[config.mk]
export PLATFORM = sky130hd
export DESIGN_NAME = alu_seq_param
export DESIGN_NICKNAME = d
export VERILOG_FILES = /design/src/rtl/alu_pkg.sv /design/src/rtl/alu_shift_engine.sv /design/src/rtl/alu_seq_param.sv
export SDC_FILE = /design/constraint.sdc
export NUM_CORES = 1
export LEC_CHECK = 0
export CAP_MARGIN = 20
export CORE_MARGIN = 5
export CORE_UTILIZATION = 54
export DETAILED_ROUTE_END_ITERATION = 7
export HOLD_SLACK_MARGIN = 0.08
export PLACE_DENSITY = 0.75
export SYNTH_ARGS = -nofsm -noshare
export SYNTH_HDL_FRONTEND = slang
export SYNTH_HIERARCHICAL = 1
export SYNTH_SLANG_ARGS = --single-unit
[constraint.sdc]
create_clock -name clk -period 3.15 [get_ports clk]
set_input_delay 0.63 -clock clk [delete_from_list [all_inputs] [get_ports clk]]
set_output_delay 0.63 -clock clk [all_outputs]
set_load 0.05 [all_outputs]
[src/rtl/alu_pkg.sv]
// alu_pkg: op codes, FSM states and result layout shared by the sequential ALU
package alu_pkg;
  localparam logic [1:0] OP_ADD = 2'b00;
  localparam logic [1:0] OP_SUB = 2'b01;
  localparam logic [1:0] OP_MUL = 2'b10;
  localparam logic [1:0] OP_DIV = 2'b11;
  localparam int QUO_HALF = 0;
  localparam int REM_HALF = 1;
  typedef enum logic [2:0] {IDLE, EXEC, MUL_IT, DIV_IT, DIV_FIX, DONE_DIV0, DONE} state_t;
endpackage

[src/rtl/alu_shift_engine.sv]
// alu_shift_engine: shared accumulator/shift register for Booth multiply and non-restoring divide
module alu_shift_engine #(
  parameter int WIDTH = 8
) (
  input  logic               clk,
  input  logic               reset,
  input  logic               load,
  input  logic               mul_step,
  input  logic               div_step,
  input  logic               fix,
  input  logic [WIDTH-1:0]   m,
  input  logic [WIDTH-1:0]   q_init,
  output logic [2*WIDTH-1:0] prod
);
  logic [2*WIDTH:0] acc;
  logic             q_m1;
  logic [WIDTH:0]   hi, ms, mu, bsum, dsum;
  logic [WIDTH-1:0] lo;
  always_comb begin
    hi = acc[2*WIDTH:WIDTH];
    lo = acc[WIDTH-1:0];
    ms = {m[WIDTH-1], m};
    mu = {1'b0, m};
    bsum = ({lo[0], q_m1} == 2'b01) ? hi + ms : ({lo[0], q_m1} == 2'b10) ? hi - ms : hi;
    // the remainder is kept modulo 2^(WIDTH+1); its true value always fits after the add/sub
    dsum = {hi[WIDTH-1:0], lo[WIDTH-1]} + (hi[WIDTH] ? mu : -mu);
  end
  always_ff @(posedge clk) begin
    if (!reset) begin
      acc  <= '0;
      q_m1 <= 1'b0;
    end else if (load) begin
      acc  <= {{(WIDTH+1){1'b0}}, q_init};
      q_m1 <= 1'b0;
    end else if (mul_step) begin
      acc  <= {bsum[WIDTH], bsum, lo[WIDTH-1:1]};
      q_m1 <= lo[0];
    end else if (div_step) begin
      acc <= {dsum, lo[WIDTH-2:0], ~dsum[WIDTH]};
    end else if (fix && hi[WIDTH]) begin
      acc[2*WIDTH:WIDTH] <= hi + mu;
    end
  end
  assign prod = acc[2*WIDTH-1:0];
endmodule

[src/rtl/alu_seq_param.sv]
// alu_seq_param: multi-cycle WIDTH-bit ALU (add, sub, Booth mul, non-restoring div) with start/busy/done
module alu_seq_param import alu_pkg::*; #(
  parameter int WIDTH = 8
) (
  input  logic               clk,
  input  logic               reset,
  input  logic               start,
  input  logic [1:0]         op_code,
  input  logic [WIDTH-1:0]   operand_A,
  input  logic [WIDTH-1:0]   operand_B,
  output logic               busy,
  output logic               alu_done,
  output logic [2*WIDTH-1:0] alu_result,
  output logic               flag_carry,
  output logic               flag_overflow,
  output logic               flag_zero,
  output logic               flag_div0
);
  localparam int CW = $clog2(WIDTH+1);
  state_t             state, nxt;
  logic [1:0]         op;
  logic [WIDTH-1:0]   a, b, bx;
  logic [CW-1:0]      cnt;
  logic [2*WIDTH-1:0] prod, res_n;
  logic [WIDTH:0]     sum, ptop;
  logic               accept, fin, mul_step, div_step, fix, sub, c_n, o_n;
  alu_shift_engine #(.WIDTH(WIDTH)) u_eng (
    .clk(clk),
    .reset(reset),
    .load(accept),
    .mul_step(mul_step),
    .div_step(div_step),
    .fix(fix),
    .m(op == OP_MUL ? a : b),
    .q_init(op_code == OP_MUL ? operand_B : operand_A),
    .prod(prod)
  );
  always_comb begin
    accept = state == IDLE && start;
    fin = cnt == '0;
    mul_step = state == MUL_IT && !fin;
    div_step = state == DIV_IT && !fin;
    fix = state == DIV_IT && fin;
    nxt = state;
    case (state)
      IDLE:                     if (start) nxt = op_code == OP_MUL ? MUL_IT : op_code != OP_DIV ? EXEC : operand_B == '0 ? DONE_DIV0 : DIV_IT;
      EXEC, DIV_FIX, DONE_DIV0: nxt = DONE;
      MUL_IT:                   if (fin) nxt = DONE;
      DIV_IT:                   if (fin) nxt = DIV_FIX;
      default:                  nxt = IDLE;
    endcase
  end
  always_comb begin
    sub = op == OP_SUB;
    bx = sub ? ~b : b;
    sum = {1'b0, a} + {1'b0, bx} + {{WIDTH{1'b0}}, sub};
    ptop = prod[2*WIDTH-1:WIDTH-1];
    res_n = '0;
    c_n = 1'b0;
    o_n = 1'b0;
    if (state == EXEC) begin
      res_n[WIDTH-1:0] = sum[WIDTH-1:0];
      c_n = sum[WIDTH];
      o_n = (a[WIDTH-1] == bx[WIDTH-1]) && (sum[WIDTH-1] != a[WIDTH-1]);
    end else if (state == MUL_IT) begin
      res_n = prod;
      o_n = !(&ptop || ~|ptop);
    end else if (state == DIV_FIX) begin
      res_n = prod;
    end else if (state == DONE_DIV0) begin
      res_n[REM_HALF*WIDTH +: WIDTH] = a;
      res_n[QUO_HALF*WIDTH +: WIDTH] = '1;
    end
  end
  always_ff @(posedge clk) begin
    if (!reset) begin
      state         <= IDLE;
      op            <= '0;
      a             <= '0;
      b             <= '0;
      cnt           <= '0;
      alu_result    <= '0;
      flag_carry    <= 1'b0;
      flag_overflow <= 1'b0;
      flag_zero     <= 1'b0;
      flag_div0     <= 1'b0;
    end else begin
      state <= nxt;
      if (accept) begin
        op  <= op_code;
        a   <= operand_A;
        b   <= operand_B;
        cnt <= CW'(WIDTH);
      end else if (mul_step || div_step) begin
        cnt <= cnt - 1'b1;
      end
      if (nxt == DONE) begin
        alu_result    <= res_n;
        flag_carry    <= c_n;
        flag_overflow <= o_n;
        flag_zero     <= res_n == '0;
        flag_div0     <= state == DONE_DIV0;
      end
    end
  end
  assign busy = state != IDLE;
  assign alu_done = state == DONE;
endmodule
Word level (Yosys, flattened, before mapping)

Cells that the tools add are included.

Flip-flop bits (word level): 63
Bits of input ports: 21
Logic and storage cells: 91

$add $sub $neg: 8
Equal/unequal tests: 15
Mux-type cells: 28
Bitwise operators: 3
Reduce and logical (&&, ||, !) cells: 23

Operators by type and width:

| kind               | number |
|---|---|
| $mux 8             | 7 |
| $mux 16            | 3 |
| $mux 9             | 5 |
| $add 9x9->9        | 2 |
| $mux 3             | 6 |
| $mux 17            | 1 |
| $logic_not 16->1   | 1 |
| $eq 3x3->1 const B | 4 |
| $pmux 3 s4         | 1 |
| $add 8x8->9        | 1 |
| $add 9x1->9        | 1 |
| $add 9x8->9        | 1 |
| $neg 8->9          | 1 |
| $reduce_and 9->1   | 1 |
| $reduce_bool 3->1  | 3 |
| $reduce_or 9->1    | 1 |
| $sub 9x9->9        | 1 |
| $logic_not 8->1    | 1 |
| $mux 4             | 2 |
| $not 8->8          | 1 |
| $eq 2x2->1 const B | 3 |
| $eq 3x2->1 const B | 2 |
| $logic_and 1x1->1  | 6 |
| $eq 2x1->1 const B | 2 |
| 14 further kinds   | 20 |

Longest topological paths before layout

Depth in word-level cells: 9
Depth in mapped cells: 15

Modules after synthesis

Netlist, hierarchy kept.

By module, submodules not included:

| module           | instances | cells each | area an instance (µm²) | sequential area each (µm²) |
|---|---|---|---|---|
| alu_seq_param    | 1         | 356        | 2859.0                 | 900.9 |
| alu_shift_engine | 1         | 341        | 2561.2                 | 360.3 |

Worst setup path before layout

OpenSTA, ideal clock, no wires.

Path type: register to register
Start: register op[1]
End: register u_eng.acc[0]
Setup time: 58 ps
Arrival time: 3293 ps
Slack: -201 ps
Stages on the path, launching flop included: 14
Path through: dfxtp_1 nor2b_1 clkbuf_1 mux2_2 nor4_1 a41oi_1 xnor2_1 ha_1 or4_1 o22ai_1 xnor2_1 nand2_1 a221oi_1 o21a_1

Word-level cells in the longest chain between the ends: 9

Ends and longest elaborated chain:

| what                   | RTL line               | RTL |
|---|---|---|
| start, declared        | alu_seq_param.sv:21    | `logic [1:0] op;` |
| start signal, assigned | alu_seq_param.sv:90    | `op <= op_code;` |
| $eq 2x2->1 (*)         | alu_seq_param.sv:34    | `.m(op == OP_MUL ? a : b),` |
| $mux 8 (*)             | alu_seq_param.sv:34    |  |
| $neg 8->9              | alu_shift_engine.sv:26 | `dsum = {hi[WIDTH-1:0], lo[WIDTH-1]} + (hi[WIDTH] ? mu : -mu);` |
| $mux 9 (*)             | alu_shift_engine.sv:26 |  |
| $add 9x9->9 (*)        | alu_shift_engine.sv:26 |  |
| $not 1->1 (*)          | alu_shift_engine.sv:39 | `acc <= {dsum, lo[WIDTH-2:0], ~dsum[WIDTH]};` |
| $mux 8 (*)             | alu_shift_engine.sv:38 | `end else if (div_step) begin` |
| $mux 17 (*)            | alu_shift_engine.sv:35 | `end else if (mul_step) begin` |
| $mux 8 (*)             | alu_shift_engine.sv:32 | `end else if (load) begin` |
| end signal, assigned   | alu_shift_engine.sv:33 | `acc <= {{(WIDTH+1){1'b0}}, q_init};` |
| end signal, assigned   | alu_shift_engine.sv:36 | `acc <= {bsum[WIDTH], bsum, lo[WIDTH-1:1]};` |
| end signal, assigned   | alu_shift_engine.sv:39 |  |
| end, declared          | alu_shift_engine.sv:15 | `logic [2*WIDTH:0] acc;` |

Every way passes the cells marked *; elsewhere a longest branch is shown, timed or not. The select of a mux whose other input is x is not followed.
A chain may end at the register's enable or synchronous reset.

Worst setup path in the final report

Start: register op[1]
End: register u_eng.acc[14]

Word-level cells in the longest chain between the ends: 7

Ends and longest elaborated chain:

| what                          | RTL line               | RTL |
|---|---|---|
| $eq 2x2->1 (*)                | alu_seq_param.sv:34    |  |
| $mux 8 (*)                    | alu_seq_param.sv:34    |  |
| $neg 8->9                     | alu_shift_engine.sv:26 |  |
| $mux 9                        | alu_shift_engine.sv:26 |  |
| $add 9x9->9                   | alu_shift_engine.sv:26 |  |
| $mux 9                        | alu_shift_engine.sv:38 |  |
| $mux 17 (*)                   | alu_shift_engine.sv:35 |  |
| end signal, assigned          | alu_shift_engine.sv:36 |  |
| end signal, assigned          | alu_shift_engine.sv:39 |  |
| end signal, assigned by index | alu_shift_engine.sv:41 | `acc[2*WIDTH:WIDTH] <= hi + mu;` |

Marks and branches as above.

==> impl_metrics.yaml <==
setup_path:
  cp_data_required_time_ns: 3.39
  crit_fanout: 7
  critPathKind: "reg -> reg"
  critPathMaxStageDelay_ns: 0.34
  crit_buf_inv: 4
  worst-endpoint-arrival_ns: 3.45
  crit_family: "compound AO/OA/AOI/OAI gates"
  reg2reg_slack_ns: -0.06
  cp_cell_sequence: "nor2b_4 -> buf_6 -> buf_4 -> mux2_4 -> inv_4 -> ha_4 -> mux2_2 -> inv_1 -> fa_1 -> nor2b_2 -> o31a_1 -> o21ai_0 -> nand2b_1 -> xnor2_1 -> a21oi_1 -> a32o_1"
  end_kind: "flop"
  cp-start-kind: "flop"
  worst_path_max_delay_cell: "dfxtp_2"
synthesis:
  synth_top_family_by_area: "compound AO/OA/AOI/OAI gates"
  syn-num-nets: 756
  syn_area_sq_um: 5420
  yosys_warnings: 6
  synth.top_cells.by_count: "nand2_1 (102), a21oi_1 (74), dfxtp_1 (63), nor2_1 (53), ha_1 (34)"
  synth_area_leader_cell: "dfxtp_1"
  synth_top_area_frac: 0.233
  synthArstFlopShare: 0
  muxShareOfSynthArea: 0.0753
  synthFlopType: "dfxtp_1"
  syn_inst: 697
  synth_compound_area_frac: 0.237
  syn_area_per_cell_sq_um: 7.78
  synth-simple-area-share: 0.217
  synth.most_common_cell: "nand2_1"
  synth.distinct_cells: 80
  synth-xor-area-share: 0.0598
  synthAdderAreaFrac: 0.0933
  synth_edf_count: 0
  synth_seq_cells: 63
  synth_area_leaders: "dfxtp_1 (23%), ha_1 (7.8%), nand2_1 (7.1%)"
  ys_seq_area_frac: 0.233
layout:
  multiInputGateArea_sq_um: 4010
  fin_area_sq_um: 6800
  antenna_cells: 0
  fillCellCount: 757
  regArea_sq_um: 1260
  stdcell_count: 911
  layout.nets: 832
  layout-drive-gt1-share: 0.237
  area_delta_synth_final_pct: 25.5
floorplan:
  start_util: 0.555
  core_area_sq_um: 9770
  rows: 36
  design.portCount: 43
  die_x_um: 110
  die_area_sq_um: 12100
  die_h_um: 110
global_routing:
  grt_antenna_before_repair: 0
  grt-ovfl-total: 0
  gr-usage-all-layers: 0.277
  grt_pass1_vias: 5239
  grt_pass1_wl_um: 26300
  grt_max_degree: 38
clock_tree:
  clk_latency_ns: 0.35
  clk_path_buf_depth: 2
  cts_root_buf: "clkbuf_8"
  path_clk_slew_ns: 0.08
  cts_tree: "yes"
  cts_max_level: 3
  clkSinkCount: 63
  cts_buffers: 9
power_and_ir_drop:
  max-vdd-ir-drop_uv: 305
  power_density_nw_per_um2: 626
  p_leak_nw: 2.65
drt:
  num_vias: 5569
  post_drt_via_cell_ratio: 6.11
  drt_first_pass_iters: 7
  totalWireLength_um: 17000
  ant_nets: 0
  drc: 0
  drt_iter0_drc: 619
  drt-wirelength-per-cell_um: 18.6
sta:
  hold-worst-slack_ns: 0.452
  slew_violations: 0
  tightest_slew_ns: 0.977
  period_needed_ns: 3.21
  setup_viol: 2
  timing.slew.headroom: 0.349
  rsz0062_at_grt: "true"
  period_share: 1.02
  final_hold_viol_count: 0
  clock_skew_ns: 0.0123
  max_freq_mhz: 311
  fin_tns_setup_ns: -0.0962
  setup_ws_ns: -0.0639
status:
  violations: "negative setup slack"
  status: "finished with violations"
placed_design:
  place_area_sq_um: 6180
  port_buffers: 42
  hpwl_um: 12600
  gp_congestion: 1.03
  dp_cells: 884
worst_hold_path:
  hold_path.class: "reg -> reg"
job:
  cap_viol_max_count: 0
==> registers in the layout (all words and copies together) (netlist names), 2 cells and up <==
name / cells
a: 8
u_eng/acc: 17
b: 8
state: 3
alu_result: 16
cnt: 4
op: 2
==> routing by layer <==
metal  track usage  share of wire
met5             0              0
met4         0.105          0.037
met3        0.0472          0.086
met2         0.429           0.45
met1         0.385           0.43
==> where the power goes <==
group,internal (mW),switching (mW),leakage [nW]
clock network,0.468,0.350,0.110
registers,0.919,0.135,0.514
logic,1.04,1.35,2.03
total,2.42,1.84,2.65
==> cell type report <==
class / instances / area share
multi-input combinational: 550 / 0.589
sequential: 63 / 0.186
timing repair buffer: 122 / 0.152
tap: 133 / 0.0245
clock buffer: 11 / 0.0208
inverter: 27 / 0.0160
clock inverter: 5 / 0.0120
==> cells in the final DEF (no fill, tap or decap), types with 6 or more instances in the layout <==
| master | instances |
|---|---|
| inv_2 | 6 |
| mux2_4 | 8 |
| buf_4 | 77 |
| nor2b_1 | 9 |
| nand2_1 | 102 |
| ha_4 | 6 |
| clkbuf_8 | 10 |
| a211oi_1 | 14 |
| xnor2_1 | 25 |
| a21oi_1 | 70 |
| nand3_1 | 6 |
| clkdlybuf4s50_1 | 42 |
| xor2_1 | 9 |
| nor2_1 | 53 |
| ha_1 | 25 |
| o21ai_0 | 29 |
| inv_1 | 18 |
| nor3_1 | 10 |
| nand2b_1 | 15 |
| and2_1 | 10 |
| mux2i_1 | 18 |
| mux2_2 | 11 |
| dfxtp_1 | 62 |
==> tightest hold or removal path: cells and delay by family (launching register included) <==
| kind | cells | cell delay (ns) |
|---|---|---|
| flops | 1 | 0.31 |
| compound gates | 1 | 0.05 |
| simple gates | 1 | 0.05 |
==> logic make-up (layout without fill, tap and decap cells) <==
group,Yosys count,in the layout
XOR/XNOR,37,37
multiplexers,38,38
flip-flops,63,63
AND/OR/NAND/NOR,242,242
adder cells (fa/ha/maj),38,38
buffers and inverters,84,165
AO/OA/AOI/OAI,195,195
==> path summary, 6_finish.rpt <==
| kind | start | endpoint | cells after the start |
|---|---|---|---|
| worst min-delay path | alu_result[6] | alu_result[6] | 2 |
| worst max register to register | op[1] | u_eng/acc[14] | 16 |
| worst max-delay path | op[1] | u_eng/acc[14] | 16 |
| worst min register to register | alu_result[6] | alu_result[6] | 2 |
==> repair_timing <==
action | CTS | global route
setup buffers | 4 | 7
cloned | 0 | 0
endpoints found under the setup margin | 3 | 8
hold buffers | 0 | 0
endpoints found under the hold margin | 0 | 0
pin swaps | 9 | 30
gates resized for setup | 17 | 48
==> stage by stage <==
step	power, mW	setup slack [ns]	util
after floorplan	2.56	0.0132	-
after global placement	3.12	0.0131	0.633
after detailed placement	3.17	-0.104	0.633
after CTS	4.03	0.00378	0.665
after global routing	4.48	-0.242	0.696
final	4.26	-0.0639	0.696
No activity file was read; power rests on OpenSTA's default activity.
